<file path="config.mk">
export PLATFORM = sky130hd
export DESIGN_NAME = design_b
export DESIGN_NICKNAME = d
export VERILOG_FILES = /design/src/rtl/design_b_pkg.sv /design/src/rtl/design_b_prio_enc.sv /design/src/rtl/design_b.sv
export SDC_FILE = /design/constraint.sdc
export NUM_CORES = 1
export LEC_CHECK = 0
export CAP_MARGIN = 20
export CORE_AREA = 2 2 39 41
export CTS_BUF_LIST = sky130_fd_sc_hd__clkbuf_16
export DETAILED_ROUTE_END_ITERATION = 16
export DIE_AREA = 0 0 41 43
export PLACE_DENSITY_LB_ADDON = 0.25
export SYNTH_ARGS = -nofsm -noshare
export SYNTH_HDL_FRONTEND = slang
export SYNTH_SLANG_ARGS = --single-unit
</file>
<file path="constraint.sdc">
create_clock -name clk -period 0.8 [get_ports clk]
set_input_delay 0.12 -clock clk [delete_from_list [all_inputs] [get_ports clk]]
set_output_delay 0.12 -clock clk [all_outputs]
set_load 0.005 [all_outputs]
</file>
<file path="src/rtl/design_b_pkg.sv">
// Shared widths and types for the design_b registered priority encoder.
package design_b_pkg;

   localparam int DESIGN_B_IN_W  = 8;
   localparam int DESIGN_B_OUT_W = 3;

   typedef logic [DESIGN_B_IN_W-1:0]  req_t;
   typedef logic [DESIGN_B_OUT_W-1:0] idx_t;

endpackage

</file>
<file path="src/rtl/design_b_prio_enc.sv">
// Combinational core: index of the highest set request bit, plus any/multi flags.
// The multi-hot output exists only when DESIGN_B_ONEHOT_CHECK_EN is defined.
module design_b_prio_enc
   import design_b_pkg::*;
#(
   parameter int IN_W = DESIGN_B_IN_W,
   localparam int OUT_W = $clog2(IN_W)
) (
   input  logic [IN_W-1:0]  in,
   output logic [OUT_W-1:0] idx,
`ifdef DESIGN_B_ONEHOT_CHECK_EN
   output logic             multi,
`endif
   output logic             any
);

   // Ascending scan so the last (highest) set bit wins.
   always_comb begin
      idx = '0;
      for (int i = 0; i < IN_W; i++) begin
         if (in[i]) begin
            idx = OUT_W'(i);
         end
      end
   end

   assign any = |in;

`ifdef DESIGN_B_ONEHOT_CHECK_EN
   // Clearing the lowest set bit leaves something only if two or more were set.
   assign multi = |(in & (in - IN_W'(1)));
`endif

endmodule

</file>
<file path="src/rtl/design_b.sv">
// Registered 8-to-3 priority encoder with enable and async active-high reset.
// Define DESIGN_B_ONEHOT_CHECK_EN to register a multi-hot error flag on err.
module design_b
   import design_b_pkg::*;
#(
   parameter int IN_W = DESIGN_B_IN_W,
   localparam int OUT_W = $clog2(IN_W)
) (
   input  logic             clk,
   input  logic             rst,
   input  logic [IN_W-1:0]  in,
   input  logic             en,
   output logic [OUT_W-1:0] out,
   output logic             out_valid,
   output logic             err
);

   logic [OUT_W-1:0] w_idx;
   logic             w_any;
   logic [OUT_W-1:0] r_out;
   logic             r_valid;

`ifdef DESIGN_B_ONEHOT_CHECK_EN
   logic             w_multi;
   logic             r_err;
`endif

   design_b_prio_enc #(.IN_W(IN_W)) u_enc (
      .in    (in),
      .idx   (w_idx),
`ifdef DESIGN_B_ONEHOT_CHECK_EN
      .multi (w_multi),
`endif
      .any   (w_any)
   );

   // Reset dominates; without en the outputs simply hold.
   always_ff @(posedge clk or posedge rst) begin
      if (rst) begin
         r_out   <= '0;
         r_valid <= 1'b0;
      end else if (en) begin
         r_out   <= w_idx;
         r_valid <= w_any;
      end
   end

`ifdef DESIGN_B_ONEHOT_CHECK_EN
   always_ff @(posedge clk or posedge rst) begin
      if (rst) begin
         r_err <= 1'b0;
      end else if (en) begin
         r_err <= w_multi;
      end
   end

   assign err = r_err;
`else
   assign err = 1'b0;
`endif

   assign out       = r_out;
   assign out_valid = r_valid;

endmodule

</file>
Word-level counts from Yosys, hierarchy flattened
Index checks and enable logic that the tools add are counted.
{"block": "op_classes", "n_reduce_logical": 1, "n_mux": 7}
{"op": "two-way mux 3 bit", "n": 4}
{"op": "OR reduction 8 bit", "n": 1}
{"op": "two-way mux 2 bit", "n": 2}
{"op": "two-way mux 1 bit", "n": 1}
{"block": "totals", "ff_bits": 4, "elab_cells": 10}

Depth between registers and ports, before layout
{"block": "depth", "depth_word": 7, "depth_mapped": 3, "ltp_nobuf": 3}

Modules after synthesis
From an unflattened synthesis, not the netlist that was laid out.
{"block": "unflattened", "hier_cells": 23, "hier_area_um2": 226.5}
{"mod": "design_b", "cells_per_inst": 11, "area_each_um2": 160.2, "instances": 1}
{"mod": "design_b_prio_enc", "cells_per_inst": 12, "area_each_um2": 66.3, "instances": 1}

Worst setup path before layout
Ideal clock, no wire load.
{"block": "synth_timing", "kind": "input port to flip-flop", "from": "in in[2]", "to": "reg r_out[0], in the netlist out[0]", "arrival_time_ns": 0.659, "setup_time_ns": 0.082, "path_stages": 3, "setup_slack_ns": 0.059, "path_cell_list": "nand2b_1 > a221o_1 > a31oi_1"}
{"block": "synth_via", "elab_chain_len": 6}
{"element": "start, declared", "line": "design_b.sv:11", "source": "input logic [IN_W-1:0] in,"}
{"element": "two-way mux 2 bit (2 in series)", "line": "design_b_prio_enc.sv:21", "source": "if (in[i]) begin"}
{"element": "two-way mux 3 bit (4 in series)", "line": "design_b_prio_enc.sv:21"}
{"element": "end signal, assigned", "line": "design_b.sv:43", "source": "r_out <= w_idx;"}
{"element": "end, declared", "line": "design_b.sv:20", "source": "logic [OUT_W-1:0] r_out;"}
Every way passes these cells.
A chain may end at the register's enable or synchronous reset.

Final worst setup path
{"block": "layout_timing", "from": "reg r_valid, in the netlist out_valid", "to": "out out_valid"}
{"element": "start, declared", "line": "design_b.sv:21", "source": "logic r_valid;"}
{"element": "start signal, assigned", "line": "design_b.sv:44", "source": "r_valid <= w_any;"}
{"element": "end, declared", "line": "design_b.sv:14", "source": "output logic out_valid,"}
No word-level cell between the ends.

==> qor.csv <==
metric;value;unit
startpoint_type;register;
cp.arrival;0.71;ns
yosys.area.top_type_share;0.476;
synth_ff_type;dfrtp_1;
yosysMostFrequentCell;nor2_1;
maxCapViolCount;0;
reg2reg_slack;0.04;ns
antenna_found_initial;0;
fmax;1200;MHz
cts_inserted_buffers;3;
synth_common_cells;nor2_1, dfrtp_1, a31oi_1, inv_1, nor4_1;
ys_seq_area_frac;0.476;
clkSinkCount;4;
yosys_warnings;0;
critPathMaxFanout;2;
synth_edf_count;0;
setup-tns-final;-0.122;ns
cpPeakStageDelay;0.36;ns
setup_viol;4;
cts_root_buffer;clkbuf_16;
grt.overflow.total;0;
rows;14;
synth_area;210;um^2
dieHeight;43;um
regArea;100;um^2
viasPerCell;3.98;
fin_crit;0.835;ns
fin_cells;64;
antennaDiodeCount;0;
drv_slew;0;
post-route-period-util;1.04;
drive_above_1_share;0.438;
final_antenna_net_count;0;
drtPass1Iterations;2;
fp.dieW;41;um
critPathRequiredTime;0.68;ns
yosysTopAreaCell;dfrtp_1;
yosys.cell_types.count;12;
first_global_vias;252;
critPathTopFamily;flip-flops;
port_buffers;14;
design_area;478;um^2
pin_count;16;
critPathCaptureType;primary output;
grt_max_degree;9;
power;1.12;mW
critical_path_class;reg2out;
avgSynthCellArea;8.08;um^2
grt_setup_unrepaired;true;
area_growth;127;%
grt_pass1_wl;952;um
syn_inst;26;
hold_buffers;0;
grt_util_all_layers;0.0916;
ys_top_cells_by_area;dfrtp_1, nor2_1, a31oi_1, nor4_1, inv_1;
multi_input_comb_area;113;um^2
hold_path_class;in2async;
clock_latency;0.22;ns
wl_per_cell;8.91;um
fin_skew;0;ns
cts_buffer_depth;2;
cts.clk_slew.worst_paths;0.03;ns
synth_nets;37;
postPlaceCellArea;412;um^2
post_cts_buffers;0;
p_leak;0.215;nW
cp_slowest_cell;dfrtp_1;
synth_seq_cells;4;
nFillCells;162;
drc;0;
vdd_drop_max;987;uV
fin_ws;-0.0350;ns
htreeDepth;1;
powerDensity;2340;nW/um^2
hold_violations;0;
totalWireLength;570;um
gp_congestion;0.624;
async_reset_ff_frac;1.00;
nets;61;
drt-initial-drc-count;1;
cp_cell_sequence;buf_2;
vias;255;
cts_tree;yes;
die_area;1760;um^2
violations;negative setup slack;
start_util;0.152;
status;finished, violations left;
critPathBufInv;1;
coreArea;1380;um^2
dpl.cell_count;61;
[sequential cells by signal, summed over array words and instances (netlist names)]
signal,count
out,3
out_valid,1
[final cells by class]
type                            count  share of cell area
Clock buffer                        3               0.157
Inverter                            3              0.0236
Multi-Input combinational cell     17               0.236
Sequential cell                     4               0.209
Tap cell                           16              0.0419
Timing Repair Buffer               21               0.332
[power breakdown]
group	internal [mW]	switching, mW	leakage, nW	total, mW
Clock	0.638	0.136	0.0370	0.774
Combinational	0.0753	0.0517	0.139	0.127
Sequential	0.215	0.00485	0.0384	0.220
Total	0.928	0.192	0.215	1.12
[metrics by stage]
stage / util / hold slack, ns / worst slack, ns
floorplan: - / -0.114 / 0.0594
global placement: 0.297 / 0.322 / -0.453
detailed placement: 0.297 / 0.315 / -0.470
CTS: 0.346 / 0.0864 / -0.0460
global route: 0.345 / 0.107 / -0.0605
finish: 0.345 / 0.0807 / -0.0350
[path summary, 6_finish.rpt]
kind	startpoint	endpoint	depth (start not counted)
worst max-delay path	out_valid$_DFFE_PP0P_	out_valid	1
worst min-delay path	rst	out_valid$_DFFE_PP0P_	2
worst max register to register	out_valid$_DFFE_PP0P_	out_valid$_DFFE_PP0P_	3
worst min register to register	out[2]$_DFFE_PP0P_	out[2]$_DFFE_PP0P_	2
max in group asynchronous	rst	out[1]$_DFFE_PP0P_	2
min in group clk	in[2]	out_valid$_DFFE_PP0P_	3
[logic make-up after synthesis]
logic type	count (synthesis)	share of synthesized area
other cells	1	0.0178
buf+inv	5	0.107
compound gates	6	0.184
simple gates	10	0.214
flops	4	0.476
[repair_timing]
item	in CTS	in global routing
endpoints found under the setup margin	8	7
resized for setup	29	7
pin swaps	2	2
endpoints found under the hold margin	0	0
[layout by cell type (no fill, tap or decap), drive strengths merged, types with 2 or more instances in the layout]
cell | synthesis | layout
clkbuf | 1 | 5
buf | 1 | 11
clkdlybuf4s15 | 0 | 3
dlygate4sd2 | 0 | 3
dfrtp | 4 | 4
clkdlybuf4s50 | 0 | 2
a31oi | 3 | 3
nor2 | 7 | 7
inv | 3 | 3
nor4 | 2 | 2
[per-layer routing]
metal | global-route usage | routed length, um | vias to the layer above
met5 | 0 | 0 | -
met4 | 0.160 | 50 | 0
met3 | 0.0209 | 67 | 4
met2 | 0.106 | 227 | 17
met1 | 0.0942 | 224 | 104
li1 | - | - | 130
No activity file was read; power rests on OpenSTA's default activity.
